**src/rtl/mul_server_pkg.sv**
```systemverilog
// Shared types for the mul_server block: operand/product widths, the
// pipeline stage record and the product helper.
package mul_server_pkg;

    localparam int MUL_A_W   = 53;
    localparam int MUL_B_W   = 27;
    localparam int MUL_P_W   = 80;
    // Port ids cover up to 8 requesters; tags up to 16 bits are carried.
    localparam int PORT_ID_W = 3;
    localparam int TAG_MAX_W = 16;

    typedef logic [MUL_A_W-1:0] mul_a_t;
    typedef logic [MUL_B_W-1:0] mul_b_t;
    typedef logic [MUL_P_W-1:0] mul_p_t;

    typedef struct packed {
        logic                 valid;
        logic [PORT_ID_W-1:0] port;
        logic [TAG_MAX_W-1:0] tag;
        mul_p_t               prod;
    } mul_stage_t;

    // Unsigned full-width product, zero-extended operands.
    function automatic mul_p_t mul_prod(input mul_a_t a, input mul_b_t b);
        return MUL_P_W'(a) * MUL_P_W'(b);
    endfunction

endpackage

```
**src/rtl/mul_server_if.sv**
```systemverilog
// Request/response bundle between the requesters (master) and the shared
// multiplier server (slave). Port i occupies slice i of every vector.
interface mul_server_if
    import mul_server_pkg::*;
#(
    parameter int NPORT = 2,
    parameter int TAG_W = 4
);
    logic [NPORT-1:0]         req_valid;
    logic [NPORT-1:0]         req_ready;
    logic [NPORT*MUL_A_W-1:0] req_a;
    logic [NPORT*MUL_B_W-1:0] req_b;
    logic [NPORT*TAG_W-1:0]   req_tag;
    logic [NPORT-1:0]         rsp_valid;
    logic [NPORT-1:0]         rsp_ready;
    logic [NPORT*MUL_P_W-1:0] rsp_data;
    logic [NPORT*TAG_W-1:0]   rsp_tag;

    modport master (
        output req_valid, req_a, req_b, req_tag, rsp_ready,
        input  req_ready, rsp_valid, rsp_data, rsp_tag
    );

    modport slave (
        input  req_valid, req_a, req_b, req_tag, rsp_ready,
        output req_ready, rsp_valid, rsp_data, rsp_tag
    );
endinterface

```
**src/rtl/mul_server_fifo.sv**
```systemverilog
// Per-port response FIFO: circular buffer with wrap-around pointers and an
// occupancy count. Push and pop in the same cycle are both honoured.
module mul_server_fifo #(
    parameter int DEPTH = 4,
    parameter int WIDTH = 84
) (
    input  logic             clk,
    input  logic             reset,
    input  logic             push,
    input  logic [WIDTH-1:0] din,
    input  logic             pop,
    output logic             empty,
    output logic [WIDTH-1:0] head
);
    localparam int PTR_W = (DEPTH > 1) ? $clog2(DEPTH) : 1;
    localparam int CNT_W = $clog2(DEPTH + 1);

    logic [WIDTH-1:0] mem [DEPTH];
    logic [PTR_W-1:0] wr_ptr;
    logic [PTR_W-1:0] rd_ptr;
    logic [CNT_W-1:0] count;

    function automatic logic [PTR_W-1:0] ptr_inc(input logic [PTR_W-1:0] p);
        return (p == PTR_W'(DEPTH - 1)) ? '0 : p + PTR_W'(1);
    endfunction

    assign empty = (count == '0);
    // Head reads as zero while empty so nothing stale leaks to the port.
    assign head  = empty ? '0 : mem[rd_ptr];

    // Storage write; no reset needed since occupancy gates visibility.
    always_ff @(posedge clk) begin
        if (push) mem[wr_ptr] <= din;
    end

    // Pointer and occupancy update.
    always_ff @(posedge clk) begin
        if (reset) begin
            wr_ptr <= '0;
            rd_ptr <= '0;
            count  <= '0;
        end else begin
            if (push) wr_ptr <= ptr_inc(wr_ptr);
            if (pop)  rd_ptr <= ptr_inc(rd_ptr);
            case ({push, pop})
                2'b10:   count <= count + CNT_W'(1);
                2'b01:   count <= count - CNT_W'(1);
                default: ;
            endcase
        end
    end
endmodule

```
**src/rtl/mul_server.sv**
```systemverilog
// Shared multiplier server: round-robin arbitration over NPORT requesters,
// a fixed-latency product pipeline, and per-port in-order response FIFOs
// protected by credit counters. Optional build macro MUL_SERVER_STATS_EN
// adds saturating accept-per-port and busy-cycle counters.
module mul_server
    import mul_server_pkg::*;
#(
    parameter int NPORT = 2,
    parameter int LAT   = 3,
    parameter int OSTD  = 4,
    parameter int TAG_W = 4     // must not exceed TAG_MAX_W
) (
    input  logic              clk,
    input  logic              reset,
    mul_server_if.slave       bus
`ifdef MUL_SERVER_STATS_EN
    ,
    output logic [NPORT*32-1:0] stat_grant,
    output logic [31:0]         stat_busy
`endif
);
    localparam int RR_W  = (NPORT > 1) ? $clog2(NPORT) : 1;
    localparam int CNT_W = $clog2(OSTD + 1);
    localparam int ENT_W = TAG_W + MUL_P_W;

    logic [RR_W-1:0]                  rr;
    logic [NPORT-1:0]                 elig;
    logic [NPORT-1:0]                 grant;
    logic [PORT_ID_W-1:0]             gid;
    logic [NPORT-1:0][CNT_W-1:0]      cnt;
    logic [NPORT-1:0]                 push;
    logic [NPORT-1:0]                 pop;
    logic [NPORT-1:0]                 empty;
    logic [NPORT-1:0][ENT_W-1:0]      fifo_head;
    logic [NPORT-1:0][MUL_P_W-1:0]    rsp_data_p;
    logic [NPORT-1:0][TAG_W-1:0]      rsp_tag_p;
    logic [LAT-1:0]                   vld_pipe;
    mul_stage_t                       st0;
    mul_stage_t                       wb;

    // A port may compete only while it has a free credit; nothing is
    // granted during reset.
    always_comb begin
        elig = '0;
        for (int i = 0; i < NPORT; i++)
            elig[i] = bus.req_valid[i] && (cnt[i] < CNT_W'(OSTD)) && !reset;
    end

    // Round-robin pick: first eligible port starting at rr.
    always_comb begin
        grant = '0;
        gid   = '0;
        for (int k = 0; k < NPORT; k++) begin
            if (grant == '0 && elig[(int'(rr) + k) % NPORT]) begin
                grant[(int'(rr) + k) % NPORT] = 1'b1;
                gid = PORT_ID_W'((int'(rr) + k) % NPORT);
            end
        end
    end

    // Pointer moves just past the winner; holds when nobody is granted.
    always_ff @(posedge clk) begin
        if (reset)       rr <= '0;
        else if (|grant) rr <= RR_W'((int'(gid) + 1) % NPORT);
    end

    // Issue stage: operands are sampled only for the granted port.
    always_comb begin
        st0 = '0;
        if (|grant) begin
            st0.valid = 1'b1;
            st0.port  = gid;
            st0.tag   = TAG_MAX_W'(bus.req_tag[int'(gid)*TAG_W +: TAG_W]);
            st0.prod  = mul_prod(bus.req_a[int'(gid)*MUL_A_W +: MUL_A_W],
                                 bus.req_b[int'(gid)*MUL_B_W +: MUL_B_W]);
        end
    end

    assign vld_pipe[0] = st0.valid;

    generate
        if (LAT > 1) begin : g_pipe
            mul_stage_t pipe [1:LAT-1];

            // Delay line; only the valid bits need reset, the product
            // registers are free to retime into the multiplier.
            always_ff @(posedge clk) begin
                pipe[1] <= st0;
                for (int k = 2; k < LAT; k++) pipe[k] <= pipe[k-1];
                if (reset)
                    for (int k = 1; k < LAT; k++) pipe[k].valid <= 1'b0;
            end

            for (genvar k = 1; k < LAT; k++) begin : g_vld
                assign vld_pipe[k] = pipe[k].valid;
            end

            assign wb = pipe[LAT-1];
        end else begin : g_direct
            assign wb = st0;
        end
    endgenerate

    // Route the finishing product to its owner's FIFO.
    always_comb begin
        push = '0;
        for (int i = 0; i < NPORT; i++)
            push[i] = wb.valid && (wb.port == PORT_ID_W'(i));
    end

    assign pop = bus.rsp_ready & ~empty & {NPORT{~reset}};

    // Credits: accept adds one, pop returns one, both together cancel.
    always_ff @(posedge clk) begin
        if (reset) begin
            cnt <= '0;
        end else begin
            for (int i = 0; i < NPORT; i++) begin
                case ({grant[i], pop[i]})
                    2'b10:   cnt[i] <= cnt[i] + CNT_W'(1);
                    2'b01:   cnt[i] <= cnt[i] - CNT_W'(1);
                    default: ;
                endcase
            end
        end
    end

    generate
        for (genvar i = 0; i < NPORT; i++) begin : g_port
            mul_server_fifo #(.DEPTH(OSTD), .WIDTH(ENT_W)) u_fifo (
                .clk   (clk),
                .reset (reset),
                .push  (push[i]),
                .din   ({wb.tag[TAG_W-1:0], wb.prod}),
                .pop   (pop[i]),
                .empty (empty[i]),
                .head  (fifo_head[i])
            );
            assign rsp_tag_p[i]  = fifo_head[i][MUL_P_W +: TAG_W];
            assign rsp_data_p[i] = fifo_head[i][MUL_P_W-1:0];
        end
    endgenerate

    assign bus.req_ready = grant;
    assign bus.rsp_valid = reset ? '0 : ~empty;
    assign bus.rsp_data  = reset ? '0 : rsp_data_p;
    assign bus.rsp_tag   = reset ? '0 : rsp_tag_p;

`ifdef MUL_SERVER_STATS_EN
    logic [NPORT-1:0][31:0] grant_cnt;

    // Saturating accept counters per port and multiplier-busy counter.
    always_ff @(posedge clk) begin
        if (reset) begin
            grant_cnt <= '0;
            stat_busy <= '0;
        end else begin
            for (int i = 0; i < NPORT; i++)
                if (grant[i] && grant_cnt[i] != '1)
                    grant_cnt[i] <= grant_cnt[i] + 32'd1;
            if ((|vld_pipe) && stat_busy != '1)
                stat_busy <= stat_busy + 32'd1;
        end
    end

    assign stat_grant = grant_cnt;

    logic unused_bits;
    assign unused_bits = ^wb.tag;
`else
    logic unused_bits;
    assign unused_bits = ^{wb.tag, vld_pipe};
`endif
endmodule

```
**src/flat_wrapper.sv**
```systemverilog
// flat-port wrapper written by rule: the top's interface ports become plain ports
module mul_server_flat import mul_server_pkg::*;
#(
    parameter int NPORT = 2,
    parameter int LAT   = 3,
    parameter int OSTD  = 4,
    parameter int TAG_W = 4                                 
)
  (clk, reset, bus_req_valid, bus_req_a, bus_req_b, bus_req_tag, bus_rsp_ready, bus_req_ready, bus_rsp_valid, bus_rsp_data, bus_rsp_tag);
  mul_server_if #(.NPORT(NPORT), .TAG_W(TAG_W)) bus_i ();
  input  logic clk;
  input  logic reset;
  input wire logic [$bits(bus_i.req_valid)-1:0] bus_req_valid;
  input wire logic [$bits(bus_i.req_a)-1:0] bus_req_a;
  input wire logic [$bits(bus_i.req_b)-1:0] bus_req_b;
  input wire logic [$bits(bus_i.req_tag)-1:0] bus_req_tag;
  input wire logic [$bits(bus_i.rsp_ready)-1:0] bus_rsp_ready;
  output wire logic [$bits(bus_i.req_ready)-1:0] bus_req_ready;
  output wire logic [$bits(bus_i.rsp_valid)-1:0] bus_rsp_valid;
  output wire logic [$bits(bus_i.rsp_data)-1:0] bus_rsp_data;
  output wire logic [$bits(bus_i.rsp_tag)-1:0] bus_rsp_tag;
  assign bus_i.req_valid = bus_req_valid;
  assign bus_i.req_a = bus_req_a;
  assign bus_i.req_b = bus_req_b;
  assign bus_i.req_tag = bus_req_tag;
  assign bus_i.rsp_ready = bus_rsp_ready;
  assign bus_req_ready = bus_i.req_ready;
  assign bus_rsp_valid = bus_i.rsp_valid;
  assign bus_rsp_data = bus_i.rsp_data;
  assign bus_rsp_tag = bus_i.rsp_tag;
  mul_server #(.NPORT(NPORT), .LAT(LAT), .OSTD(OSTD), .TAG_W(TAG_W)) u_core (.clk(clk), .reset(reset), .bus(bus_i));
endmodule
```
**config.mk**
```make
export PLATFORM = sky130hd
export DESIGN_NAME = mul_server_flat
export DESIGN_NICKNAME = d
export VERILOG_FILES = /design/src/rtl/mul_server_pkg.sv /design/src/rtl/mul_server_if.sv /design/src/rtl/mul_server_fifo.sv /design/src/rtl/mul_server.sv /design/src/flat_wrapper.sv
export SDC_FILE = /design/constraint.sdc
export NUM_CORES = 2
export LEC_CHECK = 0
export ABC_AREA = 1
export BUFFER_PORTS_ARGS = -buffer_cell sky130_fd_sc_hd__buf_2
export CAP_MARGIN = 20
export CORE_MARGIN = 2
export CORE_UTILIZATION = 33
export CTS_CLUSTER_DIAMETER = 40
export CTS_CLUSTER_SIZE = 20
export DETAILED_ROUTE_END_ITERATION = 6
export GPL_ROUTABILITY_DRIVEN = 0
export SYNTH_ARGS = -nofsm -noshare
export SYNTH_HDL_FRONTEND = slang
export SYNTH_HIERARCHICAL = 1
export SYNTH_SLANG_ARGS = --single-unit
```
**constraint.sdc**
```tcl
create_clock -name clk -period 7.9 [get_ports clk]
set_clock_uncertainty 0.15 [all_clocks]
set_input_delay 1.185 -clock clk [delete_from_list [all_inputs] [get_ports clk]]
set_output_delay 1.185 -clock clk [all_outputs]
set_load 0.02 [all_outputs]
```
==> results_dict.tcl <==
set metrics [dict create \
    wl_per_cell_um 19.7 \
    portBuffers 345 \
    wl_mm 261 \
    crit_end "u_core/g_pipe.pipe[1][64]" \
    start_util_pct 33.2 \
    cts.sinks 869 \
    status "finished with violations" \
    cts_root_buffer "clkbuf_16" \
    holdCritPathClass "reg -> reg" \
    layout.nets 11700 \
    slew_headroom_pct 28.0 \
    grt_pass1_vias 64500 \
    gr-total-overflow 0 \
    synth_edf_count 672 \
    chipWidth_um 496 \
    ant_nets 0 \
    finalSetupViolCount 38 \
    use_met2_pct 33.1 \
    crit_path_start_kind "input port" \
    min_period_ns 8.15 \
    arrival_ns 8.53 \
    final_hold_viol_count 0 \
    syn-num-nets 10800 \
    cts_buffers 98 \
    max-cap-violations 0 \
    grt_first_pass_wirelength_mm 392 \
    reg2reg_to "u_core/g_pipe.pipe[1][64]" \
    syn_avg_cell_area_um2 8.79 \
    grt_use_total_pct 20.9 \
    drt_iter0_drc 6085 \
    synthToLayoutAreaGrowth_pct 21.3 \
    slowest_stage "fa_1" \
    critPathLaunch "reset" \
    die_y_um 496 \
    critPathKind "in -> reg" \
    drc 1 \
    core-area_mm2 0.241 \
    clk_pin_slew_ns 0.06 \
    busiest_layer "met2" \
    final_max_slew_viol_count 0 \
    syn-cell-area_mm2 0.0799 \
    insertion_delay_ns 0.68 \
    num_vias 63500 \
    avgViaCountPerCell 4.79 \
    synth_ff_type "edfxtp_1" \
    rsz0062_at_grt "yes" \
    place_hpwl_mm 204 \
    end_kind "register" \
    drtPass1Iterations 7 \
    htree_levels 3 \
    slowest_delay_ns 0.54 \
    whs_ns 0.164 \
    syn_inst 9091 \
    required_ns 8.28 \
    crit_fanout 17 \
    synth_async_sr_flop_share_pct 0 \
    violations "design-rule violations, negative setup slack" \
    ioPinCount 346 \
    reg2reg_from "u_core/cnt[5]" \
    ys_types 43 \
    finalCritPeriodShare_pct 103 \
    placementRows 180 \
    tritoncts "done" \
    fin_ws_ns -0.246 \
    grt_util_met1_pct 28.7 \
    clockBufferDepth 3 \
    met3_usage_pct 3.24 \
    crit_top_cell "fa_1" \
    yosysWarnings 6 \
    antenna_found_initial 8 \
    reg2reg_depth 35 \
    ys_seq_area_share_pct 30.2 \
    grt_max_degree 145 \
    drive_above_1_share_pct 17.6 \
    ys_ff_latch 869 \
    reg2reg_setup_slack_ns 0.09 \
    worstMarginPinSlew_ns 1.08 \
    fmax_mhz 123 \
    die-area_mm2 0.246 \
]
[how the worst min path moves through the flow]
| stage | from | to | slack (ns) | cells past startpoint |
|---|---|---|---|---|
| 6_report | u_core/g_pipe.pipe[1][16] | u_core/g_pipe.pipe[2][16] | 0.16 | 0 |
| 4_1_cts | u_core/g_pipe.pipe[1][16] | u_core/g_pipe.pipe[2][16] | 0.17 | 0 |
| 5_1_grt | u_core/g_pipe.pipe[1][16] | u_core/g_pipe.pipe[2][16] | 0.17 | 0 |
| 3_5_place_dp | u_core/g_pipe.pipe[1][47] | u_core/g_pipe.pipe[2][47] | 0.16 | 0 |
| 3_3_place_gp | u_core/g_pipe.pipe[1][81] | u_core/g_pipe.pipe[2][81] | 0.16 | 0 |
| 2_1_floorplan | u_core/g_pipe.pipe[1][0] | u_core/g_pipe.pipe[2][0] | 0.16 | 0 |
[critical path, delay by kind of cell]
kind	cells	cell delay, ns
fa+ha+maj	8	3.87
buf+inv	16	1.72
compound gates	3	0.52
simple gates	9	1.17
[layout make-up]
| type | count | area, um^2 |
|---|---|---|
| Multi-Input combinational cell | 5796 | 47600 |
| Fill cell | 23500 | 144000 |
| Timing Repair Buffer | 1185 | 9840 |
| Clock buffer | 109 | 2590 |
| Sequential cell | 869 | 24100 |
| Antenna cell | 3 | 7.51 |
| Inverter | 2029 | 7700 |
| Tap cell | 3185 | 3990 |
| Clock inverter | 77 | 1040 |
[cells in the final DEF (no fill, tap or decap), types with 9 or more instances in the layout]
| master | synthesis | final |
|---|---|---|
| nor2_2 | 0 | 53 |
| nand3_1 | 67 | 58 |
| clkinvlp_4 | 0 | 10 |
| nand3_2 | 2 | 11 |
| nand2_2 | 0 | 39 |
| buf_12 | 0 | 120 |
| nand2_1 | 2360 | 2316 |
| o21ai_0 | 224 | 209 |
| clkinv_8 | 0 | 15 |
| fa_1 | 1278 | 1261 |
| nor2_1 | 1134 | 1062 |
| dfxtp_1 | 197 | 195 |
| nor2_4 | 0 | 19 |
| buf_2 | 225 | 344 |
| inv_6 | 2 | 22 |
| edfxtp_1 | 672 | 672 |
| buf_6 | 18 | 26 |
| o21ai_2 | 28 | 35 |
| bufinv_16 | 0 | 9 |
| o21ai_1 | 45 | 29 |
| o21ai_4 | 24 | 49 |
| buf_4 | 41 | 685 |
| inv_8 | 0 | 11 |
| ha_1 | 233 | 187 |
| clkbuf_16 | 0 | 101 |
| a21oi_1 | 320 | 272 |
| o21bai_1 | 12 | 10 |
| inv_2 | 36 | 46 |
| inv_1 | 1990 | 1966 |
| ha_4 | 0 | 38 |
| nor3_1 | 23 | 20 |
| a21oi_2 | 0 | 48 |
| fa_2 | 0 | 17 |
[stage by stage]
stage | area (um^2) | TNS [ns] | worst slack (ns) | cells | util [%]
floorplan | 80000 | 0 | 0.000757 | 9091 | -
global placement | 91000 | -60.35 | -1.18 | 13000 | 37.8
detailed placement | 91000 | -63.50 | -1.23 | 13000 | 37.8
CTS | 96200 | -0.506 | -0.0732 | 13200 | 40.0
global route | 96900 | -15.73 | -0.499 | 13300 | 40.3
finish | 96900 | -3.17 | -0.246 | 13300 | 40.3
[state kept, by name (all words and copies together), names as in the netlist, named ones only]
name,cells
u_core/g_port.u_fifo/mem,672
u_core/g_pipe.pipe,172
u_core/cnt,6
u_core/g_port.u_fifo/count,6
u_core/g_port.u_fifo/rd_ptr,4
u_core/g_port.u_fifo/wr_ptr,4
u_core/rr,1
[synthesized netlist by cell type, types with 2 or more instances]
cell type	number	area, um^2
o21bai_1	12	90.1
buf_1	8	30.0
o21ai_4	24	390
or2_2	8	50.1
o21ai_2	28	245
o21ai_0	224	1120
ha_1	233	2920
nor3_1	23	115
a21oi_1	320	1600
inv_2	36	135
fa_1	1278	25600
buf_2	225	1130
nand3_2	2	20.0
a22o_1	4	35.0
nor3_2	2	20.0
buf_6	18	203
xnor2_1	3	26.3
inv_1	1990	7470
buf_4	41	308
nor3b_1	3	22.5
edfxtp_1	672	20200
o21a_1	5	37.5
a21o_1	2	15.0
buf_8	2	30.0
o21ai_1	45	225
xor2_1	2	17.5
dfxtp_1	197	3940
nor2_1	1134	4260
nand4_1	8	50.1
nand2_1	2360	8860
clkbuf_2	2	10.0
clkbuf_1	102	383
nand3_1	67	335
inv_6	2	17.5
[logic make-up (layout without fill, tap and decap cells)]
family / Yosys count / after routing / share of synthesized area [%]
adder cells (fa/ha/maj): 1511 / 1511 / 35.7
XOR/XNOR: 5 / 5 / 0.0548
AND/OR/NAND/NOR: 3611 / 3611 / 17.2
flip-flops: 869 / 869 / 30.2
other: 0 / 3 / 0
AO/OA/AOI/OAI: 668 / 669 / 4.75
buffers and inverters: 2427 / 3400 / 12.2
[per-layer routing]
metal	wire (um)	vias to the layer above
met4	11800	6
met3	24100	474
met2	117000	3019
li1	-	28500
met1	109000	31500
met5	41	-
[repair_timing]
action,in CTS,in global routing
gates resized for setup,203,157
setup buffers,43,8
pin swaps,21,20
setup endpoints to repair,61,63
hold buffers,0,0
cloned,8,0
Power is left out: the tool's default activity adds up to more than one toggle a clock period on the data nets, which glitch-free logic cannot reach.
